<file path="config.mk">
export PLATFORM = sky130hd
export DESIGN_NAME = pwm_modulator_nch
export DESIGN_NICKNAME = d
export VERILOG_FILES = /design/src/rtl/pwm_mod_pkg.sv /design/src/rtl/pwm_modulator_nch_channel.sv /design/src/rtl/pwm_modulator_nch.sv
export SDC_FILE = /design/constraint.sdc
export NUM_CORES = 1
export LEC_CHECK = 0
export BUFFER_PORTS_ARGS = -buffer_cell sky130_fd_sc_hd__buf_4
export CORE_MARGIN = 5
export CORE_UTILIZATION = 55
export CTS_CLUSTER_SIZE = 8
export DETAILED_ROUTE_END_ITERATION = 6
export PLACE_DENSITY = 0.74
export SLEW_MARGIN = 20
export SYNTH_ARGS = -nofsm -noshare
export SYNTH_HDL_FRONTEND = slang
export SYNTH_SLANG_ARGS = --single-unit
</file>
<file path="constraint.sdc">
create_clock -name clk -period 2.1 [get_ports clk]
set_clock_uncertainty 0.15 [all_clocks]
set_input_delay 0.105 -clock clk [delete_from_list [all_inputs] [get_ports clk]]
set_output_delay 0.105 -clock clk [all_outputs]
set_load 0.02 [all_outputs]
</file>
<file path="src/rtl/pwm_mod_pkg.sv">
// Shared types and sample-to-duty helpers for the multi-channel PWM modulator.
package pwm_mod_pkg;

    typedef enum logic [1:0] {
        IDLE  = 2'd0,
        PRIME = 2'd1,
        RUN   = 2'd2
    } state_e;

    // Counter width that stays at least one bit, so a prescaler of 1 remains legal.
    function automatic int cnt_width(input int n);
        return (n <= 2) ? 1 : $clog2(n);
    endfunction

    function automatic logic [31:0] to_offset(input logic [31:0] s, input int bits,
                                              input bit signed_in);
        return signed_in ? (s ^ (32'd1 << (bits - 1))) : s;
    endfunction

    function automatic logic [31:0] sat_duty(input logic [31:0] value, input logic [31:0] max);
        return (value > max) ? max : value;
    endfunction

endpackage

</file>
<file path="src/rtl/pwm_modulator_nch_channel.sv">
// One PWM channel: duty register with underrun policy, step compare and output register.
module pwm_channel
    import pwm_mod_pkg::*;
#(
    parameter int SAMPLE_BITS      = 8,
    parameter int STEP_W           = 8,
    parameter int STEPS_PER_SAMPLE = 255,
    parameter int SIGNED_IN        = 0,
    parameter int UNDERRUN_MODE    = 0
) (
    input  logic                   clk,
    input  logic                   rst,
    input  logic                   load_i,
    input  logic                   underrun_i,
    input  logic                   run_i,
    input  logic [SAMPLE_BITS-1:0] sample_i,
    input  logic [STEP_W-1:0]      step_i,
    output logic                   pwm_o
);

    localparam logic [31:0] MIDSCALE = 32'd1 << (SAMPLE_BITS - 1);
    localparam logic [SAMPLE_BITS-1:0] MID_DUTY =
        SAMPLE_BITS'(sat_duty(MIDSCALE, 32'(STEPS_PER_SAMPLE)));

    logic [SAMPLE_BITS-1:0] duty_q, duty_d, sample_duty;
    logic                   pwm_q;

    always_comb begin
        // NOTE: every always_comb target gets a default first, otherwise a latch is inferred.
        duty_d      = duty_q;
        sample_duty = SAMPLE_BITS'(sat_duty(to_offset(32'(sample_i), SAMPLE_BITS, SIGNED_IN != 0),
                                            32'(STEPS_PER_SAMPLE)));
        if (load_i) begin
            duty_d = sample_duty;
        end else if (underrun_i && (UNDERRUN_MODE != 0)) begin
            duty_d = MID_DUTY;
        end
    end

    always_ff @(posedge clk) begin
        // NOTE: state uses non-blocking assignments so every register samples pre-edge values.
        if (rst) begin
            duty_q <= '0;
            pwm_q  <= 1'b0;
        end else begin
            duty_q <= duty_d;
            pwm_q  <= run_i && (32'(step_i) < 32'(duty_q));
        end
    end

    assign pwm_o = pwm_q;

endmodule

</file>
<file path="src/rtl/pwm_modulator_nch.sv">
// Multi-channel PWM modulator: FSM, prescaler/step counters and FWFT FIFO handshake.
module pwm_modulator_nch
    import pwm_mod_pkg::*;
#(
    parameter int NUM_CH           = 2,
    parameter int SAMPLE_BITS      = 8,
    parameter int CLKS_PER_STEP    = 10,
    parameter int STEPS_PER_SAMPLE = 255,
    parameter int SIGNED_IN        = 0,
    parameter int UNDERRUN_MODE    = 0
) (
    input  logic                          clk,
    input  logic                          rst,
    input  logic                          enable,
    input  logic [NUM_CH*SAMPLE_BITS-1:0] sample,
    input  logic                          empty,
    output logic                          read,
    output logic [NUM_CH-1:0]             pwm,
    output logic                          symb_clk,
    output logic                          underrun
);

    localparam int STEP_W = cnt_width(STEPS_PER_SAMPLE);
    localparam int PRE_W  = cnt_width(CLKS_PER_STEP);
    localparam logic [PRE_W-1:0]  PRE_LAST  = PRE_W'(CLKS_PER_STEP - 1);
    localparam logic [STEP_W-1:0] STEP_LAST = STEP_W'(STEPS_PER_SAMPLE - 1);

    state_e            state_q;
    logic [PRE_W-1:0]  pre_q;
    logic [STEP_W-1:0] step_q;
    logic              symb_q;

    logic step_tick, period_end, prime_take, run_take, run_under, load;

    assign step_tick  = (pre_q == PRE_LAST);
    assign period_end = step_tick && (step_q == STEP_LAST);
    assign prime_take = (state_q == PRIME) && enable && !empty;
    assign run_take   = (state_q == RUN) && enable && period_end && !empty;
    assign run_under  = (state_q == RUN) && enable && period_end && empty;
    assign load       = prime_take || run_take;

    // The pop must coincide with the FWFT head word, so read is decoded from the current state.
    assign read     = !rst && load;
    assign underrun = !rst && run_under;
    assign symb_clk = symb_q;

    always_ff @(posedge clk) begin
        if (rst) begin
            state_q <= IDLE;
            pre_q   <= '0;
            step_q  <= '0;
            symb_q  <= 1'b0;
        end else begin
            symb_q <= (state_q == RUN) && (pre_q == '0) && (step_q == '0);
            case (state_q)
                IDLE: begin
                    pre_q  <= '0;
                    step_q <= '0;
                    if (enable) state_q <= PRIME;
                end
                PRIME: begin
                    pre_q  <= '0;
                    step_q <= '0;
                    if (!enable)     state_q <= IDLE;
                    else if (!empty) state_q <= RUN;
                end
                RUN: begin
                    if (!enable) begin
                        state_q <= IDLE;
                        pre_q   <= '0;
                        step_q  <= '0;
                    end else begin
                        pre_q <= step_tick ? '0 : pre_q + PRE_W'(1);
                        if (step_tick) step_q <= period_end ? '0 : step_q + STEP_W'(1);
                    end
                end
                default: state_q <= IDLE;
            endcase
        end
    end

    for (genvar k = 0; k < NUM_CH; k++) begin : g_ch
        pwm_channel #(
            .SAMPLE_BITS      (SAMPLE_BITS),
            .STEP_W           (STEP_W),
            .STEPS_PER_SAMPLE (STEPS_PER_SAMPLE),
            .SIGNED_IN        (SIGNED_IN),
            .UNDERRUN_MODE    (UNDERRUN_MODE)
        ) u_ch (
            .clk        (clk),
            .rst        (rst),
            .load_i     (load),
            .underrun_i (run_under),
            .run_i      (state_q == RUN),
            .sample_i   (sample[k*SAMPLE_BITS +: SAMPLE_BITS]),
            .step_i     (step_q),
            .pwm_o      (pwm[k])
        );
    end

endmodule

</file>
# After elaboration in Yosys (flattened, before gate mapping)
# Index checks and enable logic that the tools add are counted.
dict set report classes {
  add_sub_neg 2
  magnitude_cmp 2
  n_eq_ne 8
  n_mux 12
  n_reduce_logical 23
}
# cell n
set op_table {}
lappend op_table {{8-bit two-way mux} 3}
lappend op_table {{8-bit < comparator} 2}
lappend op_table {{8-bit one-hot mux with 2 select lines} 1}
lappend op_table {{1-bit logical AND} 13}
lappend op_table {{8-bit by 1-bit adder with 8-bit output, second input constant} 1}
lappend op_table {{8-bit == test, second input constant} 1}
lappend op_table {{8-bit logical NOT} 1}
lappend op_table {{2-bit two-way mux} 4}
lappend op_table {{4-bit two-way mux} 2}
lappend op_table {{4-bit one-hot mux with 2 select lines} 1}
lappend op_table {{3-bit != test, second input constant} 2}
lappend op_table {{2-bit one-hot mux with 3 select lines} 1}
lappend op_table {{4-bit by 1-bit adder with 4-bit output, second input constant} 1}
lappend op_table {{4-bit == test, second input constant} 1}
lappend op_table {{4-bit logical NOT} 1}
lappend op_table {{2-bit != test, second input constant} 2}
lappend op_table {{3-bit AND reduction} 1}
lappend op_table {{2-bit by 1-bit == test with 1-bit output, second input constant} 1}
lappend op_table {{2-bit == test, second input constant} 1}
lappend op_table {{1-bit logical NOT} 2}
lappend op_table {{2-bit logical NOT} 1}
lappend op_table {{2-bit AND reduction} 1}
lappend op_table {{2-bit nonzero test} 1}
lappend op_table {{2-bit OR reduction} 1}
lappend op_table {{1-bit logical OR} 1}
dict set report totals {
  register_bits 33
  inputBits 20
  output_inout_bits 5
}

# Logic depth before layout (Yosys ltp)
# Gate-level depths: netlist of run 1.
dict set report logic_depth {
  word_depth 6
  depth_mapped 8
  depth_no_buf 6
}

# By module
# Synthesis of run 1 repeated with hierarchy kept, for this count alone.
dict set report unflattened {
  cells_unflattened 197
  hier_area_um2 1788.0
}
# mod instances cells_each area_each_um2 seq_area_each_um2
set modules_own_cells {}
lappend modules_own_cells {pwm_channel 2 50 484.2 180.2}
lappend modules_own_cells {pwm_modulator_nch 1 97 819.5 300.3}

# Worst setup path after synthesis of run 1
# Ideal clock, no wire load.
dict set report synth_timing {
  kind {reg-to-output}
  startpoint {reg step_q[1]}
  endpoint {out read}
  arrival_ps 1722
  slack_ps 123
  path_stages_with_launch 8
  path_cell_list {dfxtp_1 > ha_1 > and4_1 > nand4b_2 > o31a_1 > buf_6 > buf_12 > nor2_1}
}
dict set report synth_between {
  elab_chain_len 6
}
# element line_no
set synth_lines {}
lappend synth_lines {{start: declaration} pwm_modulator_nch.sv:30} ;# logic [STEP_W-1:0] step_q;
lappend synth_lines {{start signal: assignment} pwm_modulator_nch.sv:74} ;# if (step_tick) step_q <= period_end ? '0 : step_q + STEP_W'(1);
lappend synth_lines {{8-bit == test} pwm_modulator_nch.sv:36} ;# assign period_end = step_tick && (step_q == STEP_LAST);
lappend synth_lines {{1-bit logical AND} pwm_modulator_nch.sv:36}
lappend synth_lines {{1-bit logical AND (2 in series)} pwm_modulator_nch.sv:38} ;# assign run_take = (state_q == RUN) && enable && period_end && !empty;
lappend synth_lines {{1-bit logical OR} pwm_modulator_nch.sv:40} ;# assign load = prime_take || run_take;
lappend synth_lines {{1-bit logical AND} pwm_modulator_nch.sv:43} ;# assign read = !rst && load;
lappend synth_lines {{end: declaration} pwm_modulator_nch.sv:17} ;# output logic read,
# Every way passes these cells.

# Worst setup path after layout of run 1
dict set report layout_timing {
  startpoint {reg step_q[0]}
  endpoint {out read}
}
# The elaborated chain is that of the path after synthesis.

==> results of run 1 <==
==> synthesized netlist by cell type, drive strengths merged <==
master,count
o21ba,1
nor3,3
nand3b,2
or3,2
nor4b,2
o31a,1
o31ai,1
a211oi,4
nand3,4
o21a,1
nand4b,1
a21oi,9
inv,19
nand2,8
nor4,2
xor2,3
a41oi,3
o21ai,11
and2b,1
or2b,16
a311oi,1
ha,20
and3,1
and4bb,1
nor2,9
dfxtp,33
nor3b,1
clkbuf,3
xnor2,1
mux2i,16
o2111ai,2
buf,5
o211a,1
and4,1
a32oi,1
a31oi,1
nand2b,20
==> state kept, by name (all words and copies together) (netlist names) <==
name,count
symb_clk,1
g_ch.u_ch.pwm_o,2
step_q,8
g_ch.u_ch.duty_q,16
state_q,2
pre_q,4
==> layout make-up <==
| cell class | count | share of cell area (%) |
|---|---|---|
| multi-input combinational | 151 | 47.48 |
| sequential | 33 | 26.56 |
| timing repair buffer | 56 | 18.63 |
| inverter | 19 | 2.840 |
| tap | 46 | 2.292 |
| clock buffer | 5 | 1.495 |
| clock inverter | 3 | 0.6976 |
==> per-layer routing <==
| metal | vias up | wire length (um) |
|---|---|---|
| met5 | - | 0 |
| li1 | 845 | - |
| met3 | 4 | 150 |
| met2 | 34 | 2052 |
| met4 | 0 | 27 |
| met1 | 747 | 1888 |
==> worst min-delay path, stage by stage <==
cell and delay, ps:
sky130_fd_sc_hd__buf_4 90, sky130_fd_sc_hd__and2b_2 210, sky130_fd_sc_hd__nand3b_1 110, sky130_fd_sc_hd__a21oi_1 70
==> worst min-delay path by stage <==
stage | startpoint | endpoint | slack (ps) | cells past startpoint
finish | empty | state_q[1]$_SDFFE_PP0P_ | 140 | 4
global route | empty | state_q[1]$_SDFFE_PP0P_ | 150 | 4
CTS | empty | state_q[1]$_SDFFE_PP0P_ | 120 | 4
detailed placement | sample[8] | g_ch[1].u_ch.duty_q[0]$_SDFFE_PP0P_ | 220 | 3
global placement | sample[12] | g_ch[1].u_ch.duty_q[4]$_SDFFE_PP0P_ | 220 | 3
floorplan | sample[6] | g_ch[0].u_ch.duty_q[6]$_SDFFE_PP0P_ | 110 | 2
==> power by group through the flow <==
stage	Sequential (mW)	Combinational, mW	Clock (mW)
6_report	0.641	0.124	0.362
2_1_floorplan	0.653	0.0555	0
3_3_place_gp	0.655	0.0903	0
4_1_cts	0.641	0.121	0.370
5_1_grt	0.642	0.138	0.400
3_5_place_dp	0.655	0.0918	0
==> timing repair <==
item,in CTS,in global routing
resized for setup,8,2
pin swaps,2,2
setup endpoints to repair,2,1
setup buffers,2,1
hold endpoints to repair,19,0
hold buffers,19,0
==> per-stage QoR <==
stage | instance area [sq um] | cells | total power, mW
CTS | 2502 | 312 | 1.132
global placement | 2220 | 283 | 0.7449
finish | 2511 | 313 | 1.127
floorplan | 1969 | 211 | 0.7090
global route | 2511 | 313 | 1.179
detailed placement | 2220 | 283 | 0.7465
==> cell families (layout without fill, tap and decap cells) <==
logic type,count (synthesis),count (layout)
adder cells (fa/ha/maj),20,20
multiplexers,16,16
AND/OR/NAND/NOR,74,74
buffers and inverters,27,83
flip-flops,33,33
AO/OA/AOI/OAI,37,37
XOR/XNOR,4,4
==> summary by stage, run 1 <==
Pwr
The internal power of the cells totals 839.7 uW. Across the VDD grid, the largest voltage drop is 0.0003639 V. The share of total power in sequential cells is 56.8%.

The proportion of power drawn by combinational gates is 11.0%. The clock group share of total power is 32.1%. Power spread over the standard cell area amounts to approximately 450 nW/um^2. Net switching is 25.50% of the power. The leakage power total is between 1 and 1.5 nW.

Summed over all nets, the switching power comes to 287.4 uW.

Floorplan
The region available for standard cell placement spans ~3400 sq um. In this run the horizontal extent of the chip is 69.84 um. The starting density of the core is about three fifths. The floorplan has 21 rows. The die covers 4878 sq um. The height of the chip is 69.84 um. 25 I/O pins were placed.

Global route
The initial antenna violation count is 0. In the global route stage, met3 resource usage came out at 5.217%. The aggregate global routing overflow is 0. Global routing used 30.12% of the available met2 tracks.

The wire length of the first global-routing pass is 7176 um. Global routing consumed, over all layers together, 18.13% of the routing resources. The met1 usage is 22.18%. The routing layer with the top usage in global route is met2. Entering global routing, the biggest net connects 44 pins.

The via count of the first global-routing pass is 1627.

Setup path
The worst setup path is captured at an output pin. Across all register-to-register paths, the minimum setup slack is just over 80 ps. For the worst setup path, the data arrival time is 1760 ps. The most critical setup path has its startpoint at step_q[0]$_SDFFE_PP0P_. The data required time at the worst endpoint is around 1900 ps. The longest individual stage delay on the worst path is 350 ps. The number of buffers and inverters on the critical path is 2. The startpoint type of the worst setup path is a flop. On the critical path, the stage with the largest delay is an instance of sky130_fd_sc_hd__dfxtp_2.

The largest driver fanout on the critical path is 3. The setup path with the least slack is of type flop to output pin. The end point of the critical path is read. The endpoint identified for the worst register-to-register timing path is g_ch[0].u_ch.duty_q[7]$_SDFFE_PP0P_.

The worst register-to-register path begins at step_q[0]$_SDFFE_PP0P_. Measured in cells, the most critical reg-to-reg path has a length of 9. The kind of cell with the highest combined delay along the critical path is simple AND/OR/NAND/NOR gates.

The critical path goes through inv_2 -> ha_1 -> and4_1 -> nand4b_4 -> o31a_1 -> nor2_1 -> buf_4. The critical path runs through a total of 7 cells.

Layout
The number of fillers in the final layout is 262. The final layout contains 306 nets. Across the whole layout, storage elements account for between 600 and 700 sq um. The final standard cell utilization of the core is 74.09%.

In the final layout, the multi-input gates occupy 1192 sq um. The library cell used most frequently in the layout, excluding fill and tap cells, is sky130_fd_sc_hd__buf_4. Leaving out fill and tap cells, the most frequent cells in the layout are 37 x sky130_fd_sc_hd__buf_4, 28 x sky130_fd_sc_hd__dfxtp_1, 20 x sky130_fd_sc_hd__nand2b_1, 19 x sky130_fd_sc_hd__ha_1, 19 x sky130_fd_sc_hd__dlygate4sd3_1. The antenna diode count is 0. The growth of design area from synthesis to finish is 27.51%. The share of layout cells above drive strength 1 is 28.09%.

Logic synthesis
The top cell type's share of synthesized area is 33.55%. By area the synthesized netlist is led by sky130_fd_sc_hd__dfxtp_1 34%, sky130_fd_sc_hd__ha_1 13%, sky130_fd_sc_hd__mux2i_1 8.1%, sky130_fd_sc_hd__or2b_2 6.7%, sky130_fd_sc_hd__nand2b_1 6.4%. The synthesized cell area is a little under 2000 sq um. After Yosys synthesis, XOR and XNOR cells account for roughly 1.8% of the synthesized area. The yosys synthesis warning count is 0. The synthesized netlist devotes 24.78% of its cell area to simple gates. The post-synthesis compound-gate area fraction is between 10% and 20%. Sequential elements use 33.55% of the synthesized area.

The synthesized netlist contains 43 unique library cells. The mean area per synthesized cell is 9.334 sq um. The synthesized netlist cell count is 211.

The fraction of synthesized area in multiplexers is 8.132%. After synthesis, the largest family of logic cells by area is simple AND/OR/NAND/NOR gates. The post-synthesis cell type with the largest combined area is sky130_fd_sc_hd__dfxtp_1. The number of nets in the synthesized netlist is 251. The synthesized netlist devotes 12.71% of its cell area to adder and majority cells.

After synthesis the netlist holds a flip-flop and latch count of 33.

Clock network
The count of H-tree levels built during CTS is 2. Buffers inserted during clock tree synthesis total 5. The root buffer cell chosen for the clock tree is sky130_fd_sc_hd__clkbuf_4. The later pin in the worst-skew pair is clocked with a latency of 350 ps. The clock-pin slew of the registers on the worst-case setup and hold paths is 130 ps. Clock tree synthesis found a total of 33 sinks.

The maximum root-to-sink buffer count is 2. The CTS tree is built.

Run status
The flow ran to the end, and the final reports show no timing, DRC or antenna violations.

Placed design
The placer congestion estimate is approximately 0.85. The detailed placement HPWL is between 2000 and 3000 um. The count of buffers added on input and output ports is 24. The setup slack at placement is 277.8 ps.

Drt
In the routed layout, each cell is associated on average with a via count of 5.208. For this run, design rule violations remaining after detail routing come to 0. The first detailed-routing pass ran for 4 iterations.

The routed wire length is just over 4000 um. The total via count after detailed routing is 1630. The wire length per cell is 13.16 um. The DRC violation total after the first TritonRoute iteration is 161. The remaining antenna violation count is 0.

Timing
In the finished design, the share of the clock period the worst path needs comes to 96.04%. Setup repair after global routing left no endpoint under its margin. The final number of max-transition violations is 0.

For the finished layout, the period the worst path requires is 2017 ps. After routing, the total negative slack on setup checks comes to 0 ps. At the pin with the least slew margin, the transition time is 462.3 ps. The peak clock frequency supported by timing is 495.8 MHz. In this run the tightest slew margin relative to its limit is 69.03%. Final hold analysis gives a worst-case slack of 140.7 ps. The final hold violation count is 0. Setup slack on the critical path of the routed design comes to 83.11 ps. Setup violations remaining at the end of the flow were counted as 0.

Run
Max-cap violations in this run came to 0.

Worst hold path
The class of the tightest hold or removal check is primary input to flop.
Note: power is estimated with default switching activity, not from simulation.
==> run 2: changes to the inputs <==
- CAP_MARGIN: unset -> 20
- PLACE_DENSITY: 0.74 -> unset
- PLACE_DENSITY_LB_ADDON: unset -> 0.08
- SLEW_MARGIN: 20 -> unset
==> summary by stage, run 2 (synthesis results as in run 1) <==
Run status
The run finished with clean final reports.

Floorplan
The initial utilization of the core area, before any placement, comes to 58.10%. The die is 69.84 um wide. The total area inside the core boundary comes to 3390 sq um. 25 I/O pins were placed. In this run the vertical extent of the chip is 69.84 um. The floorplan step defined a die boundary enclosing 4878 sq um. The site row count is 21.

Global route
The aggregate global routing overflow is 0. The first global-routing pass estimated 7307 um of wire. The met1 usage is 21.03%. The global routing usage on met3 is 4.058%. The routing layer with the top usage in global route is met2. The initial antenna violation count is 0. Entering global routing, the biggest net connects between 40 and 50 pins.

The all-layer global routing usage is between 10% and 20%. The met2 track demand over resource in global routing is roughly 33%. The via count of the first global-routing pass is 1631.

Timing
Setup repair after global routing left no endpoint under its margin. Setup violations remaining at the end of the flow were counted as 0. The final hold violation count is 0. The final number of max-transition violations was 0.

The ratio of final minimum period to clock period is 94.92%. Timing would allow up to around 500 MHz. The worst pin sits at a relative slew slack of 70.15%. The final critical delay including setup and external delays is 1993 ps. For the pin with the worst max-slew slack, the measured transition is 444.8 ps. The final total negative setup slack is 0 ps. The tightest hold path in the finished design has a slack of 18.96 ps.

Layout
The final net count is 302. The register with the most flip-flops in the layout has 16 of them. Compared with the post-synthesis result, the final layout area differs by 26.43%.

The share of layout cells above drive strength 1 is 26.34%. The number of cells in the finished layout apart from fillers is approximately 310. Counting flops per register, the top entry is g_ch.u_ch.duty_q.

The most common cell after layout, fill and taps aside is sky130_fd_sc_hd__buf_4. In the final layout, the registers with the most flip-flops are g_ch.u_ch.duty_q: 16 flops, step_q: 8 flops, pre_q: 4 flops. After routing the design area is 2490 sq um. The top cell types in the final layout, fill and taps aside, are 34 x sky130_fd_sc_hd__buf_4, 30 x sky130_fd_sc_hd__dfxtp_1, 20 x sky130_fd_sc_hd__nand2b_1, 18 x sky130_fd_sc_hd__ha_1, 18 x sky130_fd_sc_hd__dlygate4sd3_1. The antenna diode count is 0. Across the whole layout, storage elements account for 666.9 sq um.

The area used by multi-input combinational logic is 1201 sq um. The layout has 242 filler cells.

Drt
The final layout contains routed wiring with a total length of 4358 um. The number of search-and-repair iterations in the first detailed-routing pass is 4. The average vias per placed instance is between 5 and 6.

In this run, the number of DRC markers left after iteration 0 of detailed routing was about 110. In the final routed layout, each cell accounts on average for 14.15 um. After detailed routing, the number of remaining DRC violations is 0. The remaining antenna violation count is 0. Summing over every cut layer, the via total after detailed routing is 1657.

Setup path
The slack of the worst reg-to-reg path is 190 ps. The data arrival time of the worst path is 1740 ps. Among all stages on the critical path, the largest delay is contributed by sky130_fd_sc_hd__dfxtp_4.

Walking the worst path, the cells encountered are inv_4 -> ha_4 -> and4_4 -> nand4b_4 -> o31a_1 -> nor2_1 -> buf_4. The top cell family by delay on the critical path is simple AND/OR/NAND/NOR gates. Data on the critical path is required at its endpoint by ~1900 ps.

The critical path in this run is classified as flop to output pin. The largest single stage delay on the critical path is 360 ps. The most critical setup path has its startpoint at step_q[0]$_SDFFE_PP0P_.

STA classifies the critical path endpoint as an output pin. Along the worst path, the maximum fanout reaches 3. The critical path contains buffers and inverters numbering 2 combined. STA classifies the critical path startpoint as a flop.

The source of the worst register-to-register timing path is step_q[0]$_SDFFE_PP0P_.

Placed design
The placer congestion estimate is slightly above 0.9. The total placed cells including tap cells is 281. During placement, the flow inserted port buffers numbering 24. The area of placed instances is 2205 sq um. The detailed placement HPWL is between 3000 and 4000 um.

Worst hold path
The class of the tightest hold or removal check is primary input to flop. In this run the most critical hold path is launched from empty.

Pwr
The worst-case IR drop observed on VDD is 0.0004255 V. Power spread over the standard cell area amounts to between 400 and 500 nW/um^2. Summed over all cells, the static leakage comes to 1.060 nW.

Run
Across the run, the number of max-cap violations was 0.

Clock network
The count of H-tree levels built during CTS is 2. The CTS tree is built. No sink is reached through more buffers than the 2 on the longest clock path. The number of CTS-inserted buffers is 5. The clock network latency to the later pin of the worst-skew pair is 340 ps. The tree built by TritonCTS fans out to 33 sinks. The clock-pin slew of the registers on the worst-case setup and hold paths is about 100 ps.

The cell sitting at the root of the clock tree is a sky130_fd_sc_hd__clkbuf_4.
==> run 2: timing repair <==
item | CTS | global route
endpoints found under the setup margin | 2 | 1
resized for setup | 12 | 0
hold buffers | 18 | 0
buffers inserted | 2 | 0
endpoints found under the hold margin | 19 | 0
pin swaps | 3 | 2
==> run 2: layout make-up <==
class,count,share of cell area [%]
clock buffer,7,2.211
inverter,19,2.965
multi-input combinational,151,48.24
sequential,33,26.78
tap,46,2.312
timing repair buffer,52,17.49
==> run 2: worst min-delay path, cell delays in order <==
cell,delay (ps)
sky130_fd_sc_hd__buf_4,120
sky130_fd_sc_hd__and2b_2,210
sky130_fd_sc_hd__nor4b_1,40
==> run 2: final timing paths <==
check	to	cells after the start
worst min register to register	g_ch[1].u_ch.duty_q[6]$_SDFFE_PP0P_	2
worst min-delay path	state_q[0]$_SDFFE_PP0P_	3
worst max-delay path	read	7
worst max register to register	g_ch[0].u_ch.duty_q[7]$_SDFFE_PP0P_	8
==> run 2: metrics by stage <==
stage	utilization [%]	total power, mW	worst slack, ps
2_1_floorplan	-	0.7090	123.3
3_3_place_gp	65.04	0.7416	223.4
3_5_place_dp	65.04	0.7458	124.4
4_1_cts	73.46	1.133	24.84
5_1_grt	73.46	1.179	4.572
6_report	73.46	1.127	106.6
==> run 2: report_power, final <==
part	internal, mW	switching (mW)	total [mW]
clock	0.158	0.210	0.368
sequential	0.633	0.00704	0.640
combinational	0.0760	0.0429	0.119
total	0.867	0.260	1.13
==> run 2: routing by layer <==
metal | wire length (um) | share of wire [%] | up-vias
li1 | - | - | 837
met1 | 1839 | 42 | 769
met2 | 2244 | 51 | 42
met3 | 179 | 4.1 | 9
met4 | 95 | 2.2 | 0
met5 | 0 | 0 | -
